--- config.mk ---
export PLATFORM = sky130hd
export DESIGN_NAME = uart_rx_frame
export DESIGN_NICKNAME = d
export VERILOG_FILES = /design/src/rtl/uart_rx_frame.sv
export SDC_FILE = /design/constraint.sdc
export NUM_CORES = 1
export LEC_CHECK = 0
export ABC_CLOCK_PERIOD_IN_PS = 2550
export CAP_MARGIN = 20
export CORE_MARGIN = 8
export CORE_UTILIZATION = 50
export CTS_BUF_LIST = sky130_fd_sc_hd__clkbuf_4 sky130_fd_sc_hd__clkbuf_8
export DETAILED_ROUTE_END_ITERATION = 7
export PLACE_DENSITY = 0.7
export SKIP_LAST_GASP = 1
export SLEW_MARGIN = 20
export SYNTH_ARGS = -nofsm -noshare
export SYNTH_HDL_FRONTEND = slang
export SYNTH_SLANG_ARGS = --single-unit
--- constraint.sdc ---
create_clock -name i_clk -period 2.55 [get_ports i_clk]
set_input_delay 0.255 -clock i_clk [delete_from_list [all_inputs] [get_ports i_clk]]
set_output_delay 0.255 -clock i_clk [all_outputs]
set_load 0.005 [all_outputs]
--- src/rtl/uart_rx_frame.sv ---
//------------------------------------------------------------------------------
// Module   : uart_rx_frame
// Purpose  : UART receive engine. Deserialises an asynchronous framed line
//            (start, LSB-first data, optional parity, 1 or 2 stop bits) into
//            parallel words with per-word parity and framing status.
// Ports    : i_clk           - system clock, rising edge
//            i_rst_n         - asynchronous active-low reset
//            i_uart_rx       - serial line, idle high, asynchronous
//            o_user_rx_data  - received word, LSB = first data bit
//            o_user_rx_valid - one-cycle strobe per completed frame
//            o_parity_err    - parity mismatch for o_user_rx_data
//            o_frame_err     - a stop bit was sampled low for o_user_rx_data
//            o_rx_busy       - high whenever the receiver is not idle
// Revision : 1.0 - initial release
//------------------------------------------------------------------------------
`default_nettype none

module uart_rx_frame #(
  parameter int P_SYSTEM_CLK      = 50_000_000,
  parameter int P_UART_BUADRATE   = 9600,
  parameter int P_UART_DATA_WIDTH = 8,
  parameter int P_UART_STOP_WIDTH = 1,
  parameter int P_UART_CHECK      = 0
) (
  input  logic                         i_clk,
  input  logic                         i_rst_n,
  input  logic                         i_uart_rx,
  output logic [P_UART_DATA_WIDTH-1:0] o_user_rx_data,
  output logic                         o_user_rx_valid,
  output logic                         o_parity_err,
  output logic                         o_frame_err,
  output logic                         o_rx_busy
);

  // Bit period in system clocks (integer division).
  localparam int c_bit_period = P_SYSTEM_CLK / P_UART_BUADRATE;
  localparam int c_cnt_w      = (c_bit_period > 2) ? $clog2(c_bit_period) : 1;
  localparam int c_bit_w      = 4;

  localparam logic [c_cnt_w-1:0] c_cnt_last = c_cnt_w'(c_bit_period - 1);
  localparam logic [c_cnt_w-1:0] c_cnt_mid  = c_cnt_w'(c_bit_period / 2 - 1);
  localparam logic [c_bit_w-1:0] c_data_last = c_bit_w'(P_UART_DATA_WIDTH - 1);
  // Index of the final stop sample: 0 for one stop bit, 1 for two.
  localparam logic               c_stop_last = (P_UART_STOP_WIDTH == 2);

  typedef enum logic [2:0] {
    ST_IDLE   = 3'd0,
    ST_START  = 3'd1,
    ST_DATA   = 3'd2,
    ST_PARITY = 3'd3,
    ST_STOP   = 3'd4
  } state_t;

  state_t                         r_state;
  state_t                         w_next_state;
  logic                           r_sync1;
  logic                           r_sync2;
  logic                           r_prev;
  logic [c_cnt_w-1:0]             r_cnt;
  logic [c_bit_w-1:0]             r_bit_idx;
  logic                           r_stop_idx;
  logic [P_UART_DATA_WIDTH-1:0]   r_shift;
  logic                           r_perr;
  logic                           r_ferr;
  logic                           w_fall;
  logic                           w_sample_en;
  logic                           w_frame_done;

  // Falling edge of the synchronised line.
  assign w_fall    = r_prev & ~r_sync2;
  assign o_rx_busy = (r_state != ST_IDLE);

  //--------------------------------------------------------------------------
  // Input synchroniser and previous-sample register (idle level is high).
  //--------------------------------------------------------------------------
  always_ff @(posedge i_clk or negedge i_rst_n) begin
    if (!i_rst_n) begin
      r_sync1 <= 1'b1;
      r_sync2 <= 1'b1;
      r_prev  <= 1'b1;
    end else begin
      r_sync1 <= i_uart_rx;
      r_sync2 <= r_sync1;
      r_prev  <= r_sync2;
    end
  end

  //--------------------------------------------------------------------------
  // State register
  //--------------------------------------------------------------------------
  always_ff @(posedge i_clk or negedge i_rst_n) begin
    if (!i_rst_n) begin
      r_state <= ST_IDLE;
    end else begin
      r_state <= w_next_state;
    end
  end

  //--------------------------------------------------------------------------
  // Next-state logic and sample strobe
  //--------------------------------------------------------------------------
  always_comb begin
    w_next_state = r_state;
    w_sample_en  = 1'b0;
    case (r_state)
      ST_IDLE: begin
        if (w_fall) begin
          w_next_state = ST_START;
        end
      end
      ST_START: begin
        // Half-bit check: a line back high here was only a glitch.
        if (r_cnt == c_cnt_mid) begin
          w_sample_en  = 1'b1;
          w_next_state = r_sync2 ? ST_IDLE : ST_DATA;
        end
      end
      ST_DATA: begin
        if (r_cnt == c_cnt_last) begin
          w_sample_en = 1'b1;
          if (r_bit_idx == c_data_last) begin
            w_next_state = (P_UART_CHECK != 0) ? ST_PARITY : ST_STOP;
          end
        end
      end
      ST_PARITY: begin
        if (r_cnt == c_cnt_last) begin
          w_sample_en  = 1'b1;
          w_next_state = ST_STOP;
        end
      end
      ST_STOP: begin
        // Leaving mid-stop-bit lets an immediately following start edge
        // be seen from IDLE.
        if (r_cnt == c_cnt_last) begin
          w_sample_en = 1'b1;
          if (r_stop_idx == c_stop_last) begin
            w_next_state = ST_IDLE;
          end
        end
      end
      default: begin
        w_next_state = ST_IDLE;
      end
    endcase
    w_frame_done = (r_state == ST_STOP) && w_sample_en && (w_next_state == ST_IDLE);
  end

  //--------------------------------------------------------------------------
  // Bit timing, shift register and status accumulation
  //--------------------------------------------------------------------------
  always_ff @(posedge i_clk or negedge i_rst_n) begin
    if (!i_rst_n) begin
      r_cnt      <= '0;
      r_bit_idx  <= '0;
      r_stop_idx <= 1'b0;
      r_shift    <= '0;
      r_perr     <= 1'b0;
      r_ferr     <= 1'b0;
    end else begin
      if ((r_state == ST_IDLE) || (r_state != w_next_state) || (r_cnt == c_cnt_last)) begin
        r_cnt <= '0;
      end else begin
        r_cnt <= r_cnt + 1'b1;
      end

      if (r_state == ST_START) begin
        r_bit_idx <= '0;
        r_perr    <= 1'b0;
        r_ferr    <= 1'b0;
      end

      if (r_state != ST_STOP) begin
        r_stop_idx <= 1'b0;
      end else if (w_sample_en) begin
        r_stop_idx <= 1'b1;
      end

      if ((r_state == ST_DATA) && w_sample_en) begin
        // Shifting in from the top leaves the first bit in the LSB once
        // all data bits have arrived.
        r_shift   <= {r_sync2, r_shift[P_UART_DATA_WIDTH-1:1]};
        r_bit_idx <= r_bit_idx + 1'b1;
      end

      if ((r_state == ST_PARITY) && w_sample_en) begin
        if (P_UART_CHECK == 1) begin
          r_perr <= ~(^r_shift ^ r_sync2);
        end else begin
          r_perr <= ^r_shift ^ r_sync2;
        end
      end

      if ((r_state == ST_STOP) && w_sample_en && !r_sync2) begin
        r_ferr <= 1'b1;
      end
    end
  end

  //--------------------------------------------------------------------------
  // User outputs: loaded together with the strobe, held until the next one.
  //--------------------------------------------------------------------------
  always_ff @(posedge i_clk or negedge i_rst_n) begin
    if (!i_rst_n) begin
      o_user_rx_data  <= '0;
      o_user_rx_valid <= 1'b0;
      o_parity_err    <= 1'b0;
      o_frame_err     <= 1'b0;
    end else begin
      o_user_rx_valid <= w_frame_done;
      if (w_frame_done) begin
        o_user_rx_data <= r_shift;
        o_parity_err   <= (P_UART_CHECK != 0) && r_perr;
        // The final stop sample is folded in directly.
        o_frame_err    <= r_ferr | ~r_sync2;
      end
    end
  end

endmodule

`default_nettype wire
### After elaboration in Yosys (flattened, before gate mapping)

Index checks and enable logic that the tools add are counted.

| word-level totals | value |
|---|---|
| logic and storage cells | 59 |
| input port bits | 3 |
| bits in registers | 43 |

| cells by class | value |
|---|---|
| equality and inequality tests | 9 |
| add/sub/neg operators | 2 |
| bitwise gates (word level) | 3 |
| reductions and logical operators | 14 |
| multiplexer cells | 19 |

Operator list:

| cell | count |
|---|---|
| $mux W3 | 7 |
| $pmux W3 S5 | 1 |
| $add A13 B1 Y13 const B | 1 |
| $eq A13 B12 Y1 const B | 1 |
| $eq A13 B13 Y1 const B | 1 |
| $mux W13 | 1 |
| $mux W4 | 2 |
| $eq A3 B2 Y1 const B | 2 |
| $logic_not A3 Y1 | 2 |
| $mux W1 | 6 |
| $reduce_bool A2 Y1 | 3 |
| $add A4 B1 Y4 const B | 1 |
| $eq A4 B3 Y1 const B | 1 |
| $logic_and A1 B1 Y1 | 4 |
| $eq A3 B1 Y1 const B | 1 |
| $eq A3 B3 Y1 const B | 1 |
| $ne A3 B3 Y1 | 1 |
| $ne A3 B3 Y1 const B | 1 |
| $reduce_bool A3 Y1 | 1 |
| $reduce_or A3 Y1 | 1 |
| $logic_or A1 B1 Y1 | 2 |
| $mux W2 | 1 |
| $pmux W1 S2 | 1 |
| $and A1 B1 Y1 | 1 |
| other kinds (3) | 3 |

### Depth between registers and ports, before layout

Gate-level depths: netlist (run 1).

| depth | value |
|---|---|
| depth in word-level cells | 8 |
| mapped depth | 6 |
| depth with buffers taken out | 5 |

### Worst setup path after synthesis (run 1)

OpenSTA, ideal clock, no wires.

| path | value |
|---|---|
| kind | reg-to-reg |
| start | register r_cnt[0] |
| end | register o_frame_err |
| setup time | 0.125 ns |
| arrival time | 1.720 ns |
| stages on the path, launching flop included | 7 |
| slack | 0.705 ns |
| buffers on the path | 1 |
| path through | dfrtp_1 -> ha_1 -> and4bb_1 -> nand4_1 -> or3_1 -> buf_6 -> mux2_4 |

| on the way | value |
|---|---|
| word-level cells in the longest chain between the ends | 5 |
| elaborated cells on any way between the ends | 13 |
| those cells by class | eq/ne (2); mux (8); reduce/logical (3) |

RTL lines:

| what | line | RTL |
|---|---|---|
| from (decl) | 59 | `logic [c_cnt_w-1:0] r_cnt;` |
| from (signal assigned) | 164 | `r_cnt <= r_cnt + 1'b1;` |
| $eq A13 B13 Y1 / $eq A13 B12 Y1 (equally long branches) | - |  |
| $mux W3, or another cell as far along | 135 | `if (r_cnt == c_cnt_last) begin` |
| $pmux W3 S5 / $pmux W1 S2 (equally long branches) | 105 | `case (r_state)` |
| $logic_not A3 Y1 / $logic_and A1 B1 Y1 (equally long branches) | 146 | `w_frame_done = (r_state == ST_STOP) && w_sample_en && (w_next_state == ST_IDLE);` |
| $logic_and A1 B1 Y1 * | 146 |  |
| to (signal assigned) | 215 | `o_frame_err <= r_ferr \| ~r_sync2;` |
| to (decl) | 31 | `output logic o_frame_err,` |

Every way passes the cells marked *; elsewhere a longest branch is shown, timed or not.
A chain may end at the register's enable or synchronous reset.

### Final worst setup path (run 1)

| path | value |
|---|---|
| start | register r_cnt[1] |
| end | register o_user_rx_data[6] |

| on the way | value |
|---|---|
| word-level cells in the longest chain between the ends | 5 |
| elaborated cells on any way between the ends | 13 |
| those cells by class | eq/ne (2); mux (8); reduce/logical (3) |

RTL lines:

| what | line | RTL |
|---|---|---|
| $eq A13 B13 Y1 / $eq A13 B12 Y1 (equally long branches) | - |  |
| $mux W3, or another cell as far along | 135 |  |
| $pmux W3 S5 / $pmux W1 S2 (equally long branches) | 105 |  |
| $logic_not A3 Y1 / $logic_and A1 B1 Y1 (equally long branches) | 146 |  |
| $logic_and A1 B1 Y1 * | 146 |  |
| to (signal assigned) | 212 | `o_user_rx_data <= r_shift;` |
| to (decl) | 28 | `output logic [P_UART_DATA_WIDTH-1:0] o_user_rx_data,` |

Marked as above.

==> results of run 1 <==
kinds of logic after synthesis:
| family | after synthesis | synth area share |
|---|---|---|
| AO/OA/AOI/OAI | 15 | 0.05342 |
| XOR/XNOR | 11 | 0.04783 |
| adder cells (fa/ha/maj) | 2 | 0.01242 |
| buffers and inverters | 15 | 0.03664 |
| flip-flops | 43 | 0.5360 |
| multiplexers | 18 | 0.1168 |
| other | 1 | 0.001862 |
| AND/OR/NAND/NOR | 74 | 0.1950 |
Yosys cell counts (all sizes together):
cell type  count  area share
and2           3      0.0093
ha             2       0.012
o21ai          3      0.0075
or3            3      0.0093
inv            8       0.015
nor4bb         1      0.0050
nor4b          1      0.0043
a21bo          1      0.0050
conb           1      0.0019
a31o           2      0.0087
nor4           2      0.0062
xor2           3       0.013
buf            4       0.016
nand4          5       0.016
and3           4       0.012
a21oi          2      0.0050
mux2i          1      0.0050
o221ai         1      0.0043
dfstp          3       0.039
mux2          17        0.11
nand2b         5       0.016
a31oi          1      0.0031
a211oi         2      0.0075
nand2         13       0.024
nand3          7       0.017
or2            3      0.0093
and4bb         2       0.012
dfrtp         40        0.50
o211ai         1      0.0037
nor2          18       0.034
clkbuf         3      0.0062
xnor2          8       0.035
nand4b         1      0.0043
nor3           5       0.012
o32ai          2      0.0087
nand3b         1      0.0037
worst max-delay path: cells and delay by family, from the launching register on:
family	cells	cell delay, ps
fa+ha+maj	1	280
mux	1	390
simple gates	3	1050
flops	1	410
layout by cell type, fill, tap and decap left out, drive strengths merged, types with 2 or more instances in the layout:
master,n
a211oi,2
a21oi,2
a31o,2
and2,3
and3,4
and4bb,2
buf,3
clkbuf,6
clkdlybuf4s50,12
dfrtp,40
dfstp,3
ha,2
inv,8
mux2,17
nand2,13
nand2b,5
nand3,7
nand4,5
nor2,18
nor3,5
nor4,2
o21ai,3
o32ai,2
or2,3
or3,3
xnor2,8
xor2,3
per-layer routing:
| layer | vias to the layer above | share of wire | GRT usage |
|---|---|---|---|
| li1 | 647 | - | - |
| met1 | 668 | 0.46 | 0.1595 |
| met2 | 36 | 0.47 | 0.1956 |
| met3 | 7 | 0.054 | 0.04842 |
| met4 | 0 | 0.017 | 0.05185 |
| met5 | - | 0 | 0 |
worst max-delay path by stage:
stage	depth (start not counted)	end	slack, ps
after floorplan	6	o_frame_err	700
after global placement	5	o_user_rx_data[7]	410
after detailed placement	5	o_user_rx_data[2]	330
after CTS	5	o_user_rx_data[6]	310
after global routing	5	o_frame_err	160
final	5	o_user_rx_data[6]	300
through the flow:
stage,util,power (mW),cell area (um^2),hold WS (ps)
after floorplan,-,0.9191,2014,-40.59
after global placement,0.5513,0.9668,2173,349.1
after detailed placement,0.5513,0.9760,2173,353.9
after CTS,0.5738,1.413,2262,123.3
after global routing,0.5738,1.480,2262,168.4
final,0.5738,1.392,2262,92.00
cell type report:
| class | instances | share of cell area |
|---|---|---|
| well taps | 50 | 0.02765 |
| clock buffers | 6 | 0.03374 |
| inverters | 8 | 0.01327 |
| clock inverters | 2 | 0.005531 |
| multi-input cells | 121 | 0.3805 |
| flip-flops and latches | 43 | 0.4773 |
| repair buffers | 15 | 0.06195 |
sequential cells by signal (all words and copies together) (netlist names):
name / flops
o_frame_err: 1
r_stop_idx: 1
r_sync2: 1
r_ferr: 1
o_user_rx_data: 8
r_cnt: 13
r_state: 3
o_user_rx_valid: 1
r_sync1: 1
r_bit_idx: 4
r_prev: 1
r_shift: 8
power by group through the flow:
stage | Clock [mW] | Combinational [mW] | Sequential (mW)
final | 0.425 | 0.171 | 0.796
after global routing | 0.474 | 0.203 | 0.803
after detailed placement | 0 | 0.173 | 0.803
after global placement | 0 | 0.167 | 0.800
after CTS | 0.447 | 0.173 | 0.792
after floorplan | 0 | 0.146 | 0.773
==> results.json, run 1 <==
{
  "status": "finished, final reports clean",
  "worst_r2r_endpoint": "o_user_rx_data[6]",
  "grt_max_degree": 44,
  "final.setup.tns_ps": 0,
  "vdd_ir_drop_max_v": 0.0004201,
  "syn_nets": 184,
  "tightest_slew_ps": 916.5,
  "cts_tree": "done",
  "internal-power_mw": 1.001,
  "final_nets": 199,
  "cap_violations": 0,
  "insertion_delay_ps": 290,
  "seq_area_um2": 1080,
  "p_leak_nw": 1.048,
  "grt_pass1_wl_mm": 6.389,
  "post-place-ws_ps": 326.7,
  "cp.required_ps": 2730,
  "antenna_found_initial": 0,
  "skew_ps": 5.606,
  "detail_route.iter0.violations": 106,
  "end_kind": "register",
  "critPathMaxStageDelay_ps": 660,
  "vias_per_cell": 5.543,
  "multi_input_area_um2": 860.8,
  "diodes": 0,
  "crit_chain": "ha_1, and4bb_1, nand4_1, or3_1, mux2_4",
  "seq_area_frac_synth": 0.5360,
  "rsz0062_at_grt": "no",
  "max_freq_ghz": 0.4451,
  "min_path_type": "in -> async",
  "drive_above_1_share": 0.1744,
  "fin_crit_sh": 0.8810,
  "instances_no_fill": 245,
  "clock_path_buffers": 2,
  "cts_setup_buffers": 0,
  "clock-root-buffer": "clkbuf_8",
  "cp-start-kind": "register",
  "gp_congestion": 0.8357,
  "power.density_nw_per_um2": 615.2,
  "slew_violations": 0,
  "portBuffers": 13,
  "dr.pass1.iters": 4,
  "synthCells": 179,
  "swShare": 0.2807,
  "crit_path_start": "r_cnt[1]",
  "core_area_um2": 3943,
  "power.switching_mw": 0.3907,
  "setup_viol": 0,
  "rows": 23,
  "r2r-start": "r_cnt[1]",
  "ys_warn_count": 0,
  "placed_cells_incl_taps": 237,
  "yosysUniqueCellTypes": 41,
  "reg2regPathDepth": 5,
  "p_comb_frac": 0.123,
  "ys_ff_latch": 43,
  "syn_area_um2": 2014,
  "critPathKind": "reg -> reg",
  "cp_slowest_cell": "or3_1",
  "hold_viol": 0,
  "path_clk_slew_ps": 80,
  "htreeDepth": 2,
  "hpwl_mm": 2.576,
  "wire_per_inst_um": 14.91,
  "syn_to_final_growth_pct": 12.30,
  "cts-buffers-inserted": 5,
  "cts_resized": 0,
  "die_x_um": 79.48,
  "crit_fanout": 10,
  "io_pins": 15,
  "p_seq_frac": 0.572,
  "route.detailed.drc": 0,
  "reg2reg_setup_slack_ps": 300,
  "vias": 1358,
  "cts-hold-fix-buffers": 0,
  "period_needed_ps": 2247,
  "grt_pass1_vias": 1385,
  "start_util": 0.5109,
  "clockPowerShare": 0.305,
  "grt-ovfl-total": 0,
  "totalWireLength_mm": 3.653,
  "arrival_ps": 2430,
  "die_area_um2": 6316,
  "postRouteAntennaNets": 0,
  "final.setup.worst_slack_ps": 303.5,
  "slew_headroom": 0.3890,
  "track_usage": 0.1283,
  "fillCellCount": 312,
  "cts.sinks": 43,
  "syn_avg_cell_area_um2": 11.25,
  "die-height_um": 79.48
}
Note: power is estimated with default switching activity, not from simulation.
==> inputs of run 2 (changes only) <==
--- a/config.mk
+++ b/config.mk
@@ -5,6 +5,7 @@
 export SDC_FILE = /design/constraint.sdc
 export NUM_CORES = 1
 export LEC_CHECK = 0
+export ABC_AREA = 1
 export ABC_CLOCK_PERIOD_IN_PS = 2550
 export CAP_MARGIN = 20
 export CORE_MARGIN = 8
==> results.json, run 2 <==
{
  "status": "finished, final reports clean",
  "route.detailed.drc": 0,
  "post-synth-top-count-cell": "nand2_1",
  "hpwl_mm": 2.598,
  "vias": 1470,
  "tightest_slew_ps": 908.8,
  "hold_ws_ps": 85.74,
  "top_register": "r_cnt",
  "synthCells": 238,
  "synth_top_area_frac": 0.4802,
  "post-route-util": 0.5793,
  "critPathKind": "reg -> out",
  "slew_violations": 0,
  "totalWireLength_mm": 3.574,
  "reg2reg_setup_slack_ps": 800,
  "start_util": 0.5211,
  "grt_pass1_wl_mm": 6.127,
  "drive_above_1_share": 0.1181,
  "cts_resized": 0,
  "grt-ovfl-total": 0,
  "synth-edff-count": 0,
  "syn_area_um2": 2084,
  "largest_reg_flops": 13,
  "end_kind": "output pin",
  "min_path_type": "in -> async",
  "yosysUniqueCellTypes": 32,
  "reg2regPathDepth": 10,
  "antenna_found_initial": 0,
  "synthTopCellsByArea": "dfrtp_1 (48%), nand2_1 (9.9%), inv_1 (5.4%), o21ai_1 (4.6%), xor2_1 (4.2%)",
  "syn_nets": 243,
  "crit_fanout": 6,
  "die-height_um": 80.57,
  "vdd_ir_drop_max_v": 0.0003812,
  "p_leak_nw": 1.061,
  "vias_per_cell": 4.836,
  "ys_warn_count": 0,
  "grt_max_degree": 44,
  "io_pins": 15,
  "fillCellCount": 363,
  "die_x_um": 80.57,
  "power.density_nw_per_um2": 570.5,
  "cts_tree": "done",
  "cts-buffers-inserted": 5,
  "arrival_ps": 1510,
  "portBuffers": 13,
  "path_clk_slew_ps": 80,
  "skew_ps": 10.32,
  "layout_commonest_cell": "nand2_1",
  "cts_setup_buffers": 0,
  "synthArstFlopShare": 1.000,
  "cts.sinks": 43,
  "syn_to_final_growth_pct": 11.16,
  "grt_pass1_vias": 1332,
  "syn_avg_cell_area_um2": 8.758,
  "max_freq_ghz": 0.5678,
  "dr.pass1.iters": 4,
  "rows": 23,
  "fin_crit_sh": 0.6907,
  "cts-hold-fix-buffers": 0,
  "final_cell_mix": "nand2_1 (55), dfrtp_1 (40), inv_1 (30)",
  "final_nets": 258,
  "wire_per_inst_um": 11.76,
  "worst_r2r_endpoint": "r_cnt[6]",
  "die_area_um2": 6491,
  "cp.required_ps": 2300,
  "htreeDepth": 2,
  "rsz0062_at_grt": "no",
  "core_area_um2": 4000,
  "slew_headroom": 0.3941,
  "cap_violations": 0,
  "insertion_delay_ps": 300,
  "r2r-start": "r_cnt[0]",
  "hold_viol": 0,
  "clock_path_buffers": 2,
  "track_usage": 0.1202,
  "period_needed_ps": 1761,
  "ys_ff_latch": 43,
  "detail_route.iter0.violations": 73,
  "gp_congestion": 0.8508,
  "diodes": 0,
  "placed_cell_area_um2": 2228,
  "synth_largest_area_cell": "dfrtp_1",
  "clock-root-buffer": "clkbuf_8",
  "final.setup.tns_ps": 0,
  "cp-start-kind": "register",
  "setup_viol": 0,
  "fin_area_um2": 2317,
  "top_regs": "r_cnt x13, o_user_rx_data x8, r_shift x8",
  "ys.flop_type": "dfrtp_1",
  "seq_area_frac_synth": 0.5180,
  "ys_top_cells_by_count": "nand2_1 (55), dfrtp_1 (40), inv_1 (30), nor2_1 (23), o21ai_1 (19)",
  "postRouteAntennaNets": 0
}
run 2: changes by cell type in the layout (fill, tap and decap cells not counted), moves of 7 or more:
cell	previous run	this run
mux2_2	8	0
inv_1	8	30
xor2_1	3	10
nand2_1	13	55
mux2_4	9	0
o21ai_1	0	19
run 2: report_power, final:
part           switching (mW)  internal (mW)  total [mW]
combinational          0.0959         0.0530       0.149
clock                   0.230          0.202       0.432
sequential             0.0263          0.715       0.741
run 2: area by class of cell:
cell class,instances,area [um^2],share of cell area
inverter,35,131.4,0.05670
sequential,43,1080,0.4660
clock inverter,2,12.51,0.005400
tap,50,62.56,0.02700
timing repair buffer,14,132.6,0.05724
multi-input combinational,154,822.0,0.3548
clock buffer,6,76.32,0.03294
run 2: worst max-delay path: stages (launching register included):
cell and delay (ps):
dfrtp_1 400, inv_1 200, nand3_1 140, clkdlybuf4s50_1 480
run 2: metal layers:
| metal | up-vias | global-route usage | part of all wire |
|---|---|---|---|
| met5 | - | 0 | 0 |
| met2 | 14 | 0.1764 | 0.44 |
| met4 | 0 | 0.04364 | 0.013 |
| li1 | 770 | - | - |
| met1 | 679 | 0.1604 | 0.51 |
| met3 | 7 | 0.03906 | 0.037 |
run 2: worst max-delay path by stage:
stage	start	endpoint	slack (ps)	depth (start not counted)
after floorplan	r_cnt[0]	o_user_rx_data[0]	1050	11
after global placement	r_cnt[0]	o_user_rx_data[5]	830	9
after detailed placement	r_cnt[0]	r_cnt[6]	770	10
after CTS	r_cnt[0]	r_cnt[6]	750	10
after global routing	r_cnt[0]	r_cnt[2]	610	10
final	r_state[0]	o_rx_busy	790	3
run 2: kinds of logic (layout without fill, tap and decap cells):
kind of cell,after synthesis,count (layout),share of synthesized area
buffers and inverters,41,57,0.08763
AOI/OAI and AO/OA,26,26,0.06963
other,1,1,0.001799
xor gates and xnor gates,12,12,0.05042
and+or+nand+nor,113,113,0.2605
DFF,43,43,0.5180
adders and majority gates,2,2,0.01200
run 2: per-stage QoR:
step | power (mW) | worst slack [ps] | instances
global placement | 0.9060 | 832.0 | 296
detailed placement | 0.9064 | 774.2 | 296
CTS | 1.339 | 753.6 | 304
finish | 1.322 | 788.7 | 304
global route | 1.391 | 608.1 | 304
floorplan | 0.8693 | 1047 | 238
==> inputs of run 3 (changes only) <==
--- a/config.mk
+++ b/config.mk
@@ -6,13 +6,13 @@
 export NUM_CORES = 1
 export LEC_CHECK = 0
 export ABC_AREA = 1
-export ABC_CLOCK_PERIOD_IN_PS = 2550
+export ABC_CLOCK_PERIOD_IN_PS = 1500
 export CAP_MARGIN = 20
 export CORE_MARGIN = 8
 export CORE_UTILIZATION = 50
 export CTS_BUF_LIST = sky130_fd_sc_hd__clkbuf_4 sky130_fd_sc_hd__clkbuf_8
 export DETAILED_ROUTE_END_ITERATION = 7
-export PLACE_DENSITY = 0.7
+export PLACE_DENSITY = 0.72
 export SKIP_LAST_GASP = 1
 export SLEW_MARGIN = 20
 export SYNTH_ARGS = -nofsm -noshare
==> constraint.sdc (replaced) <==
create_clock -name i_clk -period 1.5 [get_ports i_clk]
set_input_delay 0.15 -clock i_clk [delete_from_list [all_inputs] [get_ports i_clk]]
set_output_delay 0.15 -clock i_clk [all_outputs]
set_load 0.005 [all_outputs]
==> results.json, run 3 (synthesis gave the netlist of run 2 again) <==
{
  "status": "finished, violations left",
  "violations": "setup timing",
  "final.setup.worst_slack_ps": -131.0,
  "vias": 1729,
  "min_from": "i_uart_rx",
  "hold_depth": 1,
  "route.detailed.drc": 0,
  "die-height_um": 80.57,
  "gp_congestion": 0.8648,
  "hpwl_mm": 2.994,
  "p_comb_frac": 0.229,
  "clockPowerShare": 0.285,
  "cts-buffers-inserted": 5,
  "start_util": 0.5211,
  "reg2regPathDepth": 11,
  "tightest_slew_ps": 537.4,
  "setup_viol": 36,
  "final_cell_mix": "nand2_1 (44), dfrtp_1 (39), buf_4 (32)",
  "swShare": 0.2887,
  "slew_violations": 0,
  "top_register": "r_cnt",
  "cts_tree": "done",
  "whs_endpoint": "r_sync1",
  "wl_met1_mm": 2.110,
  "track_usage": 0.1532,
  "end_kind": "register",
  "fin_area_um2": 2801,
  "postRouteAntennaNets": 0,
  "clock_path_buffers": 2,
  "post-place-ws_ps": -116.4,
  "min_path_type": "in -> reg",
  "fin_crit_sh": 1.087,
  "instances_no_fill": 343,
  "fillCellCount": 300,
  "internal-power_mw": 1.837,
  "wl_met2_mm": 2.394,
  "insertion_delay_ps": 300,
  "cp-start-kind": "register",
  "top_regs": "r_cnt x13, o_user_rx_data x8, r_shift x8",
  "power.switching_mw": 0.7458,
  "crit_fanout": 8,
  "rsz0062_at_grt": "yes",
  "wire_per_inst_um": 13.93,
  "die_x_um": 80.57,
  "syn_to_final_growth_pct": 34.39,
  "grt_pass1_vias": 1679,
  "slew_headroom": 0.6417,
  "cp.required_ps": 1670,
  "placed_cell_area_um2": 2434,
  "io_pins": 15,
  "placed_cells_incl_taps": 323,
  "top_layer": "met4",
  "vias_per_cell": 5.041,
  "max_freq_ghz": 0.6131,
  "vdd_ir_drop_max_v": 0.0006517,
  "dr.pass1.iters": 4,
  "final_nets": 297,
  "grt_pass1_wl_mm": 7.741,
  "r2r-start": "r_cnt[0]",
  "p_total_mw": 2.583,
  "skew_ps": 16.02,
  "htreeDepth": 2,
  "clock-root-buffer": "clkbuf_8",
  "reg2reg_setup_slack_ps": -130,
  "totalWireLength_mm": 4.777,
  "cts.sinks": 43,
  "p_seq_frac": 0.486,
  "seq_area_um2": 1081,
  "core_area_um2": 4000,
  "largest_reg_flops": 13,
  "detail_route.iter0.violations": 80,
  "multi_input_area_um2": 985.9,
  "diodes": 0,
  "path_clk_slew_ps": 70,
  "rows": 23,
  "antenna_found_initial": 0,
  "critPathKind": "reg -> reg",
  "p_leak_nw": 1.286,
  "grt-ovfl-total": 0,
  "wl_met3_um": 159,
  "cap_violations": 0,
  "post-route-util": 0.7003,
  "arrival_ps": 1800,
  "power.density_nw_per_um2": 922.1,
  "grt_max_degree": 44,
  "worst_r2r_endpoint": "r_cnt[2]",
  "portBuffers": 13,
  "drive_above_1_share": 0.3618,
  "layout_commonest_cell": "nand2_1",
  "die_area_um2": 6491,
  "period_needed_ps": 1631,
  "hold_viol": 0
}
run 3: power by group through the flow:
stage	Sequential, mW	Combinational [mW]	Clock [mW]
after floorplan	1.27	0.206	0
after global placement	1.27	0.380	0
after detailed placement	1.27	0.387	0
after CTS	1.25	0.438	0.749
after global routing	1.26	0.646	0.793
final	1.26	0.592	0.735
run 3: worst max-delay path by stage:
stage / depth (start not counted) / from / slack, ps / to
floorplan: 11 / r_cnt[0] / 1 / o_user_rx_data[0]
global placement: 10 / r_cnt[0] / -50 / r_cnt[3]
detailed placement: 9 / r_cnt[0] / -120 / o_user_rx_data[4]
CTS: 10 / r_cnt[0] / -50 / r_cnt[2]
global route: 11 / r_cnt[1] / -260 / r_cnt[9]
finish: 11 / r_cnt[0] / -130 / r_cnt[2]
run 3: critical path, cell delays in order (launching register included):
cell and delay (ps):
dfrtp_1 360, ha_2 210, nand2_2 70, inv_2 70, nand2_2 70, nor2_4 150
nand2_2 90, nand3_2 80, o211ai_1 110, nand2_2 120, buf_12 160, nor2_4 30
run 3: final cells by class:
cell class / count / share of cell area
flip-flops and latches: 43 / 0.3859
multi-input cells: 156 / 0.3519
repair buffers: 51 / 0.1612
inverters: 35 / 0.04690
clock buffers: 6 / 0.02724
well taps: 50 / 0.02233
clock inverters: 2 / 0.004466
run 3: what timing repair did:
| action | CTS | global route |
|---|---|---|
| endpoints found under the hold margin | 40 | 0 |
| hold buffers | 1 | 0 |
| endpoints found under the setup margin | 31 | 40 |
| resized for setup | 12 | 41 |
| pin swaps | 9 | 12 |
| buffers inserted | 9 | 2 |
| cloned | 2 | 0 |
run 3: per-stage QoR:
| stage | hold slack, ps | setup TNS, ps |
|---|---|---|
| floorplan | -145.6 | 0 |
| global placement | 251.0 | -698.9 |
| detailed placement | 253.6 | -1353 |
| CTS | 258.7 | -945.7 |
| global route | 259.8 | -7616 |
| finish | 265.8 | -2944 |
run 3: routing by layer:
| layer | up-vias | track usage |
|---|---|---|
| li1 | 851 | - |
| met4 | 0 | 0.07091 |
| met1 | 833 | 0.1939 |
| met2 | 32 | 0.2414 |
| met5 | - | 0 |
| met3 | 13 | 0.03460 |
